$ cat config.mk
export PLATFORM = sky130hd
export DESIGN_NAME = serial_adder
export DESIGN_NICKNAME = d
export VERILOG_FILES = /design/src/rtl/serial_adder.sv
export SDC_FILE = /design/constraint.sdc
export NUM_CORES = 1
export LEC_CHECK = 0
export BUFFER_PORTS_ARGS = -buffer_cell sky130_fd_sc_hd__buf_2
export CELL_PAD_IN_SITES_DETAIL_PLACEMENT = 1
export CELL_PAD_IN_SITES_GLOBAL_PLACEMENT = 1
export CORE_MARGIN = 1
export CORE_UTILIZATION = 30
export DETAILED_ROUTE_END_ITERATION = 10
export PLACE_DENSITY_LB_ADDON = 0.1
export SKIP_CTS_REPAIR_TIMING = 1
export SLEW_MARGIN = 20
export SYNTH_ARGS = -nofsm -noshare
export SYNTH_HDL_FRONTEND = slang
export SYNTH_HIERARCHICAL = 1
export SYNTH_SLANG_ARGS = --single-unit
$ cat constraint.sdc
create_clock -name clk_i -period 1.9 [get_ports clk_i]
set_clock_uncertainty 0.05 [all_clocks]
set_input_delay 0.095 -clock clk_i [delete_from_list [all_inputs] [get_ports clk_i]]
set_output_delay 0.095 -clock clk_i [all_outputs]
set_load 0.03 [all_outputs]
$ cat src/rtl/serial_adder.sv
// -----------------------------------------------------------------------------
// serial_adder
//
// Bit-serial add/subtract unit. A single full-adder cell and a carry
// flip-flop process one operand bit per clock, LSB first. A start request in
// IDLE latches both operands. In subtract mode, B is latched inverted and the
// carry seed is inverted, giving A + ~B + ~Cin == A - B - Cin.
//
// Timing (accepting edge = k):
//   edge k            : operands latched, Busy rises
//   edges k+1..k+W    : one result bit per edge
//   edge k+W          : Sum/Cout/Ovf updated, Busy falls, Done rises
//   edge k+W+1        : Done falls, back to IDLE
//
// Parameters:
//   WIDTH    operand/result width in bits (>= 1)
//
// Ports:
//   clk_i    rising-edge clock
//   rst_i    synchronous active-high reset, highest priority
//   start_i  request a new operation; only honoured in IDLE
//   a_i      operand A, sampled on the accepting edge
//   b_i      operand B, sampled on the accepting edge
//   cin_i    carry-in (add) / borrow-in (sub), sampled on the accepting edge
//   sub_i    0 = add, 1 = subtract, sampled on the accepting edge
//   busy_o   high while result bits are being produced
//   done_o   one-cycle pulse when sum_o/cout_o/ovf_o are updated
//   sum_o    registered result, modulo 2^WIDTH
//   cout_o   carry-out; in subtract mode 1 = no borrow
//   ovf_o    two's-complement signed overflow
// -----------------------------------------------------------------------------

// Protocol checker for the serial adder control signals.
module serial_adder_chk #(
  parameter int WIDTH = 8,
  parameter int CW    = $clog2(WIDTH) + 1
) (
  input logic          clk_i,
  input logic          rst_i,
  input logic          busy_i,
  input logic          done_i,
  input logic          sub_i,
  input logic [CW-1:0] cnt_i
);

  localparam logic [CW-1:0] CNT_LAST = CW'(WIDTH - 1);

  // Busy and Done are mutually exclusive phases of one operation.
  a_busy_done_excl : assert property (@(posedge clk_i) disable iff (rst_i)
    !(busy_i && done_i));

  // Done is a single-cycle pulse.
  a_done_pulse : assert property (@(posedge clk_i) disable iff (rst_i)
    done_i |=> !done_i);

  // The latched mode bit cannot change while bits are being processed.
  a_sub_stable : assert property (@(posedge clk_i) disable iff (rst_i)
    busy_i |=> (!busy_i || $stable(sub_i)));

  // The bit counter stays within the operand while running.
  a_cnt_range : assert property (@(posedge clk_i) disable iff (rst_i)
    busy_i |-> (cnt_i <= CNT_LAST));

endmodule

module serial_adder #(
  parameter int WIDTH = 8
) (
  input  logic             clk_i,
  input  logic             rst_i,
  input  logic             start_i,
  input  logic [WIDTH-1:0] a_i,
  input  logic [WIDTH-1:0] b_i,
  input  logic             cin_i,
  input  logic             sub_i,
  output logic             busy_o,
  output logic             done_o,
  output logic [WIDTH-1:0] sum_o,
  output logic             cout_o,
  output logic             ovf_o
);

  // One extra counter bit so the count can step past WIDTH-1 without wrapping.
  localparam int            CW       = $clog2(WIDTH) + 1;
  localparam logic [CW-1:0] CNT_LAST = CW'(WIDTH - 1);
  localparam logic [CW-1:0] CNT_ONE  = CW'(1);

  typedef enum logic [1:0] {
    ST_IDLE = 2'd0,
    ST_RUN  = 2'd1,
    ST_DONE = 2'd2
  } state_t;

  state_t           state_q;
  logic [WIDTH-1:0] a_q;
  logic [WIDTH-1:0] b_q;
  logic [WIDTH-1:0] res_q;
  logic [WIDTH-1:0] sum_q;
  logic [CW-1:0]    cnt_q;
  logic             c_q;
  logic             sub_q;
  logic             busy_q;
  logic             done_q;
  logic             cout_q;
  logic             ovf_q;

  logic             s_d;
  logic             c_d;
  logic             last_d;
  logic [WIDTH-1:0] res_d;

  // Full-adder sum output.
  function automatic logic fa_sum(input logic a, input logic b, input logic c);
    return a ^ b ^ c;
  endfunction

  // Full-adder carry output (majority of the three inputs).
  function automatic logic fa_carry(input logic a, input logic b, input logic c);
    return (a & b) | (a & c) | (b & c);
  endfunction

  // Single full-adder cell operating on the current LSBs and the carry flop.
  always_comb begin
    s_d    = fa_sum(a_q[0], b_q[0], c_q);
    c_d    = fa_carry(a_q[0], b_q[0], c_q);
    last_d = (cnt_q == CNT_LAST);
  end

  // New result bit enters at the MSB end so that after WIDTH shifts bit 0 of
  // the first step has reached bit 0 of the register.
  generate
    if (WIDTH == 1) begin : g_res_w1
      assign res_d = s_d;
    end else begin : g_res_wn
      assign res_d = {s_d, res_q[WIDTH-1:1]};
    end
  endgenerate

  // Control FSM, operand/result shifters and registered outputs.
  always_ff @(posedge clk_i) begin
    if (rst_i) begin
      state_q <= ST_IDLE;
      a_q     <= {WIDTH{1'b0}};
      b_q     <= {WIDTH{1'b0}};
      res_q   <= {WIDTH{1'b0}};
      sum_q   <= {WIDTH{1'b0}};
      cnt_q   <= {CW{1'b0}};
      c_q     <= 1'b0;
      sub_q   <= 1'b0;
      busy_q  <= 1'b0;
      done_q  <= 1'b0;
      cout_q  <= 1'b0;
      ovf_q   <= 1'b0;
    end else begin
      case (state_q)
        ST_IDLE: begin
          done_q <= 1'b0;
          if (start_i) begin
            a_q     <= a_i;
            // Subtraction as A + ~B + ~Cin: invert B and the carry seed.
            b_q     <= b_i ^ {WIDTH{sub_i}};
            c_q     <= cin_i ^ sub_i;
            sub_q   <= sub_i;
            res_q   <= {WIDTH{1'b0}};
            cnt_q   <= {CW{1'b0}};
            busy_q  <= 1'b1;
            state_q <= ST_RUN;
          end else begin
            busy_q  <= 1'b0;
            state_q <= ST_IDLE;
          end
        end

        ST_RUN: begin
          a_q   <= a_q >> 1'b1;
          b_q   <= b_q >> 1'b1;
          c_q   <= c_d;
          res_q <= res_d;
          cnt_q <= cnt_q + CNT_ONE;
          if (last_d) begin
            // Carry into the MSB is the carry flop at this step; overflow is
            // its disagreement with the carry out of the MSB.
            sum_q   <= res_d;
            cout_q  <= c_d;
            ovf_q   <= c_q ^ c_d;
            busy_q  <= 1'b0;
            done_q  <= 1'b1;
            state_q <= ST_DONE;
          end else begin
            busy_q  <= 1'b1;
            done_q  <= 1'b0;
            state_q <= ST_RUN;
          end
        end

        ST_DONE: begin
          busy_q  <= 1'b0;
          done_q  <= 1'b0;
          state_q <= ST_IDLE;
        end

        default: begin
          busy_q  <= 1'b0;
          done_q  <= 1'b0;
          state_q <= ST_IDLE;
        end
      endcase
    end
  end

  assign busy_o = busy_q;
  assign done_o = done_q;
  assign sum_o  = sum_q;
  assign cout_o = cout_q;
  assign ovf_o  = ovf_q;

  serial_adder_chk #(
    .WIDTH (WIDTH),
    .CW    (CW)
  ) u_chk (
    .clk_i  (clk_i),
    .rst_i  (rst_i),
    .busy_i (busy_q),
    .done_i (done_q),
    .sub_i  (sub_q),
    .cnt_i  (cnt_q)
  );

endmodule

Word level (Yosys, flattened, before mapping) --
Index checks and enable logic that the tools add are counted.
Word-level totals: register bits after elaboration 43, input port bits 21, logic and storage cells 48, output and inout bits 12
Operators by class: eq/ne operators 3, bitwise logic cells 11, mux-type cells 17, reduce and logical (&&, ||, !) cells 5, add/sub/neg operators 1
Operators with widths (number):
- $pmux 8 s2 | 3
- $mux 8 | 3
- $pmux 4 s2 | 1
- $xor 8x8->8 | 1
- $mux 1 | 5
- $add 4x1->4 const B | 1
- $eq 4x3->1 const B | 1
- $mux 4 | 1
- $pmux 1 s2 | 2
- $pmux 2 s2 | 1
- $reduce_and 2->1 | 2
- $xor 1x1->1 | 4
- $and 1x1->1 | 3
- $eq 2x1->1 const B | 1
- $logic_not 2->1 | 1
- $mux 2 | 1
- $ne 2x2->1 const B | 1
- $or 1x1->1 | 2
- $reduce_bool 2->1 | 1
- $reduce_or 2->1 | 1
- $not 1->1 | 1

Longest topological paths before layout --
Gate-level depths: netlist (run 1).
word-level depth 4, depth in mapped cells 5, mapped depth without buffers 4

Worst setup path after synthesis (run 1) --
Ideal clock, no wire load.
kind reg2reg, from register state_q[0], to register cnt_q[3], cell stages (with the launch flop) 5, arrival 1.244 ns, period minus slack after synthesis 1.369 ns, path buffers 1, data required time 1.775 ns, setup slack 0.531 ns, setup time 0.075 ns, cell sequence dfxtp_1 > nand2b_1 > buf_6 > or3_1 > a31oi_1
On the way: longest elaborated chain between the ends 3, elaborated cells between the ends (all ways) 6, those cells by class eq/ne (2); mux (1); reduce/logical (3)
RTL lines:
- start, declared | RTL line 94 | state_t state_q;
- start signal, assigned | RTL line 142 | state_q <= ST_IDLE;
- start signal, assigned | RTL line 167 | state_q <= ST_RUN;
- start signal, assigned | RTL line 170 | state_q <= ST_IDLE;
- $eq 2x1->1 or $logic_not 2->1 (tied branches) | RTL line 155 | case (state_q)
- $reduce_bool 2->1 (no source line) or $ne 2x2->1 (tied branches)
- $reduce_and 2->1 (no source line)
- end signal, assigned | RTL line 147 | cnt_q <= {CW{1'b0}};
- end signal, assigned | RTL line 165 | cnt_q <= {CW{1'b0}};
- end signal, assigned | RTL line 179 | cnt_q <= cnt_q + CNT_ONE;
- end, declared | RTL line 99 | logic [CW-1:0] cnt_q;
Several ways; a longest one is shown, not always the timed one. A chain may end at the register's enable or synchronous reset.

Worst setup path after layout (run 1) --
from register cnt_q[0], to register ovf_q (netlist: ovf_o)
On the way: longest elaborated chain between the ends 2
RTL lines:
- $eq 4x3->1 | RTL line 126 | last_d = (cnt_q == CNT_LAST);
- $reduce_and 2->1 (no source line)
- end signal, assigned | RTL line 185 | ovf_q <= c_q ^ c_d;
- end, declared | RTL line 105 | logic ovf_q;
Every way passes these cells.

==> summary by stage, run 1 <==
Drt
For this run, design rule violations remaining after detail routing come to 0. The number of violations reported at the end of detailed-routing iteration 0 is 48. Using the TritonRoute via totals, the vias-per-cell ratio works out to 5.03. The detailed-route wire length is 4.12 mm. In the final routed layout, each cell accounts on average for 13.9 um. The pre-antenna-repair detailed-routing pass consisted of 4 iterations. In this run the remaining antenna-violating nets after routing total 0. The final route contains 1,493 vias.

Logic synthesis
The yosys synthesis warning count is 6. The largest family of logic cells by synthesized area is compound AO/OA/AOI/OAI gates. The multiplexer fraction of the synthesized cell area is 0.582%. The adder and majority gate portion of the synthesized area is 1.89%. The post-synthesis share of cell area spent on xor and xnor gates is 5.09%. The synthesized netlist devotes 24.7% of its cell area to compound gates. The synthesized design contains 41 register bits.

Yosys mapped a number of flops with a built-in enable equal to 0. Summing every instance area after synthesis gives 1720 sq um. Among all flip-flop cells after synthesis, the most frequent one is sky130_fd_sc_hd__dfxtp_1.

The share of synthesized area occupied by flip-flops and latches is 47.7%. Of all flip-flops after synthesis, the portion carrying an async set or reset was 0%. The per-instance average area after synthesis is 8.86 sq um.

Synthesis produced a netlist with a net count of 217. Summing the areas of all and, or, nand and nor instances in the mapped netlist gives 13.8% of the synthesized area. The count of different cell masters after synthesis is 32. The cell count after synthesis is 194.

Layout
The flip-flop and latch area is 821 sq um. In the final layout, the multi-input gates occupy 795 sq um. The layout net count is 247. The count of fill cells added during filler insertion is 641.

The share of cells above drive strength 1 is 21.8%. The repair_antennas step left the layout with diodes totalling 0. From synthesis to final layout, the design area changed by 19.1%.

GRT
The first global-routing pass estimated 7.10 mm of wire. The number of antenna violations at the first check in global routing is 0. The aggregate global routing overflow is 0.

The maximum number of pins on one net before global-route repair is 35. The number of global-route vias before repair came to 1,554. The total routing usage reported by global routing is 14.8%.

Timing
In the final timing run, aggregate negative setup slack is 0 ns. The worst-case hold slack is -0.00504 ns. The final critical-path required period is 1.57 ns. The slew at the pin closest to its max-slew limit is 0.477 ns. The relative max-transition margin is 68.2%. The max-slew violation count is 0. The peak clock frequency supported by timing is 0.639 GHz.

The total count of hold-check failures in the final report is 2. The total setup violations reported at the end of the flow is 0. The final clock period utilization by the worst path is 82.4%. Setup repair after global routing left no endpoint under its margin.

CTS
The clock tree from TritonCTS is yes. The root buffer cell is sky130_fd_sc_hd__clkbuf_8. Clock latency on the worst-skew pair, taken at its later pin, is 0.29 ns. TritonCTS created 5 clock buffers. The maximum root-to-sink buffer count is 2. Clock-pin slew was measured on the worst setup and hold paths at 0.08 ns. CTS saw 41 sinks.

The level count of the clock H-tree is 2.

Placement
Routability-driven placement finished with a final weighted congestion of 0.691. The number of port buffers is 32. Detailed placement finished with a half-perimeter wire length of 2.92 mm.

Setup path
The worst-path cell with the longest stage delay is sky130_fd_sc_hd__and3b_1. The critical path goes through ha_1, and3b_1, a21oi_1, a311oi_1. The maximum cell stage delay along the critical path is 0.48 ns.

The setup path with the least slack is of type reg -> reg. The critical path data required time is 2.05 ns. The count of buffer and inverter cells on the critical path is 0.

The category of the worst setup path capture point is a flop. The cell family with the largest share of critical-path delay is simple AND/OR/NAND/NOR gates. The maximum fanout along the worst path is 12. The worst setup path is launched from a flop. The register-to-register path setup slack is 0.33 ns.

STA puts the critical path data arrival time at 1.72 ns.

Worst hold path
The worst hold path class is in -> reg.

Floorplan
The area of the die is 6040 sq um. Pin placement for this block handled 33 I/O pins. The placement row count is 27. The core area is 5510 sq um.

The initial cell density of the core is 31.2%. The width of the chip is 77.7 um. The die is 77.7 um tall.

Outcome
The final reports fail on hold timing. The run finished, with violations left.

Power
The total power consumption of the routed design is 1.83 mW. Across the VDD grid, the largest voltage drop is 0.000270 V. For this design the ratio of total power to cell area is 892 nW/um^2. For this design the static power due to leakage is 0.780 nW.

Job
Max-cap violations in this run came to 0.
==> Yosys cell counts (2+ instances only) <==
| master | count | area [sq um] |
|---|---|---|
| sky130_fd_sc_hd__buf_4 | 2 | 15.0 |
| sky130_fd_sc_hd__clkbuf_1 | 5 | 18.8 |
| sky130_fd_sc_hd__buf_6 | 3 | 33.8 |
| sky130_fd_sc_hd__nand2_1 | 17 | 63.8 |
| sky130_fd_sc_hd__o22ai_1 | 8 | 50.1 |
| sky130_fd_sc_hd__o21ai_0 | 16 | 80.1 |
| sky130_fd_sc_hd__a22oi_1 | 10 | 75.1 |
| sky130_fd_sc_hd__nor2_1 | 3 | 11.3 |
| sky130_fd_sc_hd__buf_2 | 7 | 35.0 |
| sky130_fd_sc_hd__nand3_1 | 19 | 95.1 |
| sky130_fd_sc_hd__a21oi_1 | 33 | 165 |
| sky130_fd_sc_hd__dfxtp_1 | 41 | 821 |
| sky130_fd_sc_hd__nor3_1 | 3 | 15.0 |
| sky130_fd_sc_hd__xnor2_1 | 9 | 78.8 |
==> worst paths after layout <==
check,start,to,depth (start not counted)
worst min-delay path,a_i[5],a_q[5],3
worst min register to register,sum_o[0],sum_o[0],2
worst max-delay path,cnt_q[0],ovf_o,4
worst max register to register,cnt_q[0],ovf_o,4
==> layout make-up <==
type / instances / share of cell area, %
inverters: 1 / 0.183
multi-input cells: 135 / 38.8
flip-flops and latches: 41 / 40.1
well taps: 72 / 4.40
clock inverters: 1 / 1.47
repair buffers: 40 / 10.9
clock buffers: 7 / 4.22
==> cells in the final DEF, fill, tap and decap left out <==
cell,Yosys,routed
sky130_fd_sc_hd__nand2_1,17,17
sky130_fd_sc_hd__dfxtp_1,41,41
sky130_fd_sc_hd__buf_4,2,7
sky130_fd_sc_hd__fa_1,1,1
sky130_fd_sc_hd__nand3_1,19,19
sky130_fd_sc_hd__a31oi_1,1,1
sky130_fd_sc_hd__o22ai_1,8,8
sky130_fd_sc_hd__o21bai_1,1,1
sky130_fd_sc_hd__mux2i_1,1,1
sky130_fd_sc_hd__nor2_1,3,3
sky130_fd_sc_hd__nand2b_1,1,1
sky130_fd_sc_hd__nand3b_1,1,1
sky130_fd_sc_hd__xnor2_1,9,9
sky130_fd_sc_hd__and3b_1,1,1
sky130_fd_sc_hd__nor2b_2,0,1
sky130_fd_sc_hd__a211oi_2,1,1
sky130_fd_sc_hd__o211a_1,1,1
sky130_fd_sc_hd__buf_2,7,32
sky130_fd_sc_hd__o21ba_2,1,1
sky130_fd_sc_hd__or3_1,1,1
sky130_fd_sc_hd__dlygate4sd3_1,0,1
sky130_fd_sc_hd__inv_1,1,1
sky130_fd_sc_hd__a21oi_1,33,33
sky130_fd_sc_hd__clkbuf_1,5,1
sky130_fd_sc_hd__xor2_1,1,1
sky130_fd_sc_hd__o21ai_0,16,16
sky130_fd_sc_hd__a22oi_1,10,10
sky130_fd_sc_hd__nor3b_1,1,1
sky130_fd_sc_hd__a311oi_1,1,1
sky130_fd_sc_hd__clkbuf_8,0,6
sky130_fd_sc_hd__bufinv_16,0,1
sky130_fd_sc_hd__ha_1,1,1
sky130_fd_sc_hd__nor3_1,3,3
sky130_fd_sc_hd__or3b_1,1,1
==> state kept, by name (all words and copies together), names as in the netlist, 2 cells and up <==
| name | count |
|---|---|
| sum_o | 8 |
| a_q | 8 |
| state_q | 2 |
| res_q | 7 |
| cnt_q | 4 |
| b_q | 8 |
==> power by group <==
part | internal, mW | total, mW | switching (mW)
registers | 0.893 | 0.915 | 0.0223
clock network | 0.428 | 0.717 | 0.289
logic | 0.0817 | 0.195 | 0.113
total | 1.40 | 1.83 | 0.424
==> per-layer routing <==
| metal | GRT usage (%) | vias up | wire length [um] |
|---|---|---|---|
| met5 | 0 | - | 0 |
| met4 | 3.96 | 0 | 32 |
| met3 | 3.53 | 4 | 118 |
| met2 | 26.8 | 21 | 2110 |
| met1 | 17.1 | 714 | 1860 |
| li1 | - | 754 | - |
==> worst reg2reg max path: stages, from the launching register on <==
cell                       delay, ns
sky130_fd_sc_hd__dfxtp_1        0.37
sky130_fd_sc_hd__ha_1           0.22
sky130_fd_sc_hd__and3b_1        0.48
sky130_fd_sc_hd__a21oi_1        0.12
sky130_fd_sc_hd__a311oi_1       0.25
==> kinds of logic (layout without fill, tap and decap cells) <==
| logic type | Yosys count | in the layout |
|---|---|---|
| buf+inv | 18 | 49 |
| simple gates | 49 | 49 |
| mux | 1 | 1 |
| compound gates | 73 | 73 |
| fa+ha+maj | 2 | 2 |
| flops | 41 | 41 |
| xor+xnor | 10 | 10 |
==> through the flow <==
stage	util, %	worst slack, ns	cell area, sq um	cells
2_1_floorplan	-	0.531	1720	194
3_3_place_gp	34.9	0.419	1920	288
3_5_place_dp	34.9	0.345	1920	288
4_1_cts	37.0	0.337	2040	296
5_1_grt	37.2	0.191	2050	297
6_report	37.2	0.335	2050	297
Note: power is estimated with default switching activity, not from simulation.
==> run 2, diff against run 1 <==
--- a/config.mk
+++ b/config.mk
@@ -5,6 +5,7 @@
 export SDC_FILE = /design/constraint.sdc
 export NUM_CORES = 1
 export LEC_CHECK = 0
+export ABC_AREA = 1
 export BUFFER_PORTS_ARGS = -buffer_cell sky130_fd_sc_hd__buf_2
 export CELL_PAD_IN_SITES_DETAIL_PLACEMENT = 1
 export CELL_PAD_IN_SITES_GLOBAL_PLACEMENT = 1
==> constraint.sdc (replaced) <==
create_clock -name clk_i -period 1.56 [get_ports clk_i]
set_clock_uncertainty 0.05 [all_clocks]
set_input_delay 0.078 -clock clk_i [delete_from_list [all_inputs] [get_ports clk_i]]
set_output_delay 0.078 -clock clk_i [all_outputs]
set_load 0.03 [all_outputs]
==> summary by stage, run 2 <==
Layout
The footprint of the multi-input gates is 848 sq um (+6.8%). The library cell used most frequently in the layout, excluding fill and tap cells, is sky130_fd_sc_hd__nand2_1. The number of diodes is 0 (unchanged). The share of cells above drive strength 1 is 18.1% (-3.7 points). The count of fill cells added during filler insertion is 795 (+24%). The library cells used most frequently in the layout, excluding fill and tap cells, are sky130_fd_sc_hd__nand2_1 (122), sky130_fd_sc_hd__dfxtp_1 (41), sky130_fd_sc_hd__buf_2 (32). From synthesis to final layout, the design area changed by 18.3%.

The layout net count is 331 (+34%). The flip-flop and latch area came to 821 sq um (unchanged). The final core utilization is 36.8% (-0.37 points).

Logic synthesis
The per-instance average area after synthesis came to 6.79 sq um (-23%). The cell count after synthesis is 273 (+41%). The count of flip-flops with a built-in enable after synthesis is 0 (unchanged). For this run, the leading register cell type out of synthesis is sky130_fd_sc_hd__dfxtp_1. The net count after synthesis came to 296 (+36%).

The cell with the most instances after synthesis is sky130_fd_sc_hd__nand2_1. The count of different cell masters after synthesis is 23 (-28%). The cell area after synthesis was 1850 sq um (+7.9%). The share of Yosys cell area claimed by the top area cell type is 44.3% (-3.5 points). The flip-flop and latch count after synthesis is 41 (unchanged). The post-synthesis cell type with the largest combined area is sky130_fd_sc_hd__dfxtp_1. The share of synthesized area occupied by flip-flops and latches was 44.3% (-3.5 points).

After synthesis, the cell types taking the most area are sky130_fd_sc_hd__dfxtp_1 (44%), sky130_fd_sc_hd__nand2_1 (25%), sky130_fd_sc_hd__a21oi_1 (5.7%). The yosys synthesis warning count came to 6 (unchanged). The async set-or-reset flop fraction in the synthesized netlist came to 0% (unchanged).

After synthesis, the most frequently instantiated cells are sky130_fd_sc_hd__nand2_1 (122), sky130_fd_sc_hd__dfxtp_1 (41), sky130_fd_sc_hd__inv_1 (23), sky130_fd_sc_hd__a21oi_1 (21), sky130_fd_sc_hd__nor2_1 (21).

Timing
The final critical-path required period is 1.40 ns (-0.165 ns). The final total negative setup slack was 0 ns (unchanged). The total setup violations reported at the end of the flow is 0 (unchanged). The peak clock frequency supported by timing is 0.714 GHz (+12%). The relative max-transition margin is 70.0% (+1.8 points). The total count of hold-check failures in the final report is 1 (-1). Setup repair after global routing left no endpoint under its margin. The final clock period utilization by the worst path is 89.8% (+7.4 points). The slew at the pin closest to its max-slew limit was 0.450 ns (-0.0273 ns). The worst-case hold slack is -0.00754 ns (-0.00250 ns).

The max-slew violation count came to 0 (unchanged).

Drt
The detailed-route vias per instance came to 4.50 (-10%). The total via count in the routed design came to 1,728 (+16%). The final routed DRC violation total came to 0 (unchanged). The remaining antenna violation count after routing is 0 (unchanged). The detailed-route wire length was 4.59 mm (+11%). The routed wire length per instance is 12.0 um (-14%). The number of violations reported at the end of detailed-routing iteration 0 is 44 (-8.3%).

The first-pass iteration count of the detailed router is 4 (unchanged).

CTS
The number of clock buffers inserted by TritonCTS is 5 (unchanged). The level count of the clock H-tree is 2 (unchanged). In this run the clock root is driven by a sky130_fd_sc_hd__clkbuf_8. The register clock-pin slew on the reported worst setup and hold paths is 0.08 ns (about the same). The total number of clock tree sinks was 41 (unchanged). The clock latency on the worst-skew pair came to 0.29 ns (about the same).

The maximum root-to-sink buffer count came to 2 (unchanged). TritonCTS built the clock tree.

Power
The peak supply drop is 0.000353 V (+31%). The leakage power was 1.08 nW (+39%). The power per standard cell area is 938 nW/um^2 (+5.1%).

Setup path
Walking the worst path, the cells encountered are ha_1, nand3_1, nor2_4, buf_12, nand2_1, a21oi_1. The worst reg2reg path startpoint is cnt_q[0]. The maximum fanout along the worst path came to 12 (unchanged). The number of cells traversed by the worst register-to-register path is 6 (+2).

The worst path arrival time is 1.58 ns (-0.14 ns). The slowest stage of the critical path is the sky130_fd_sc_hd__dfxtp_1 cell. The maximum cell stage delay along the critical path is 0.38 ns (-0.10 ns). The register-to-register path setup slack is 0.16 ns (-0.18 ns). The endpoint identified for the worst register-to-register timing path is cout_o. STA classifies the critical path endpoint as a flop. STA classifies the critical path startpoint as a flop. The critical path data required time was 1.73 ns (-0.32 ns).

By startpoint and endpoint, the worst setup path is classified as reg -> reg.

Placement
The placer's final routability congestion estimate is 0.672 (-2.7%). The number of port buffers is 32 (unchanged). The HPWL reported at the end of detailed placement came to 3.23 mm (+11%).

Job
The number of violations of the max-capacitance limit was 0 (unchanged).

Outcome
The checks that failed: hold timing. The flow ran to the end, but the final reports show violations.

Worst hold path
The worst hold path class is in -> reg. The number of stages on the worst hold path came to 3 (unchanged). The startpoint of the lowest-slack hold path is a_i[7]. For hold timing, the worst endpoint is a_q[7].

GRT
The number of antenna violations at the first check in global routing is 0 (unchanged). The number of global-route vias before repair was 1,671 (+7.5%). The aggregate global routing overflow was 0 (unchanged).

The total routing usage reported by global routing is 15.7% (+0.96 points). The wire length of the first global-routing pass is 7.67 mm (+8.1%). The maximum number of pins on one net before global-route repair is 24 (-31%).

Floorplan
The area of the die is 6500 sq um (+7.7%). The vertical die dimension is 80.6 um (+3.8%). The initial cell density of the core is 31.1% (-0.086 points). The core area is 5960 sq um (+8.2%). The placement row count is 28 (+3.7%).

The count of pins on the block boundary was 33 (unchanged). The width of the chip is 80.6 um (+3.8%).
==> run 2: layer usage <==
| metal | global-route usage [%] | routed length (um) | up-vias |
|---|---|---|---|
| li1 | - | - | 900 |
| met1 | 18.8 | 2240 | 803 |
| met2 | 28.0 | 2160 | 21 |
| met3 | 3.86 | 151 | 4 |
| met4 | 3.75 | 37 | 0 |
| met5 | 0 | 0 | - |
==> run 2: logic make-up after synthesis <==
| family | share of synthesized area (%) |
|---|---|
| AOI/OAI and AO/OA | 9.38 |
| adders and majority gates | 1.75 |
| and+or+nand+nor | 33.5 |
| xor gates and xnor gates | 0.945 |
| DFF | 44.3 |
| buffers and inverters | 10.1 |
==> run 2: critical path: cells and delay by family (launching register included) <==
family | cells | cell delay, ns
adders and majority gates | 1 | 0.21
AOI/OAI and AO/OA | 1 | 0.14
and+or+nand+nor | 3 | 0.40
DFF | 1 | 0.38
buffers and inverters | 1 | 0.14
==> run 2: through the flow <==
stage	total power, mW	hold WS, ns	instance area (sq um)	worst slack (ns)	cells
6_report	2.06	-0.00754	2190	0.159	384
5_1_grt	2.18	0.0210	2190	0.0270	384
4_1_cts	2.09	-0.0116	2170	0.0920	383
3_5_place_dp	1.39	0.305	2080	0.118	375
3_3_place_gp	1.39	0.300	2080	0.117	375
2_1_floorplan	1.31	0.172	1850	0.251	273
==> run 2: final cells by class <==
| type | instances | share of cell area [%] |
|---|---|---|
| Tap cell | 75 | 4.28 |
| Sequential cell | 41 | 37.4 |
| Inverter | 25 | 4.51 |
| Clock inverter | 3 | 0.799 |
| Timing Repair Buffer | 40 | 11.2 |
| Clock buffer | 5 | 3.14 |
| Multi-Input combinational cell | 195 | 38.7 |
==> run 2: worst max-delay path by stage <==
stage / startpoint / endpoint / slack, ns
floorplan: state_q[0] / sum_o[0] / 0.25
global placement: cnt_q[0] / ovf_o / 0.12
detailed placement: cnt_q[0] / sum_o[6] / 0.12
CTS: cnt_q[0] / sum_o[6] / 0.09
global route: cnt_q[0] / sum_o[0] / 0.03
finish: cnt_q[0] / cout_o / 0.16
==> run 2: power by group <==
part / internal (mW) / switching [mW]
Combinational: 0.0973 / 0.156
Clock: 0.309 / 0.386
Sequential: 1.08 / 0.0239
Total: 1.49 / 0.566
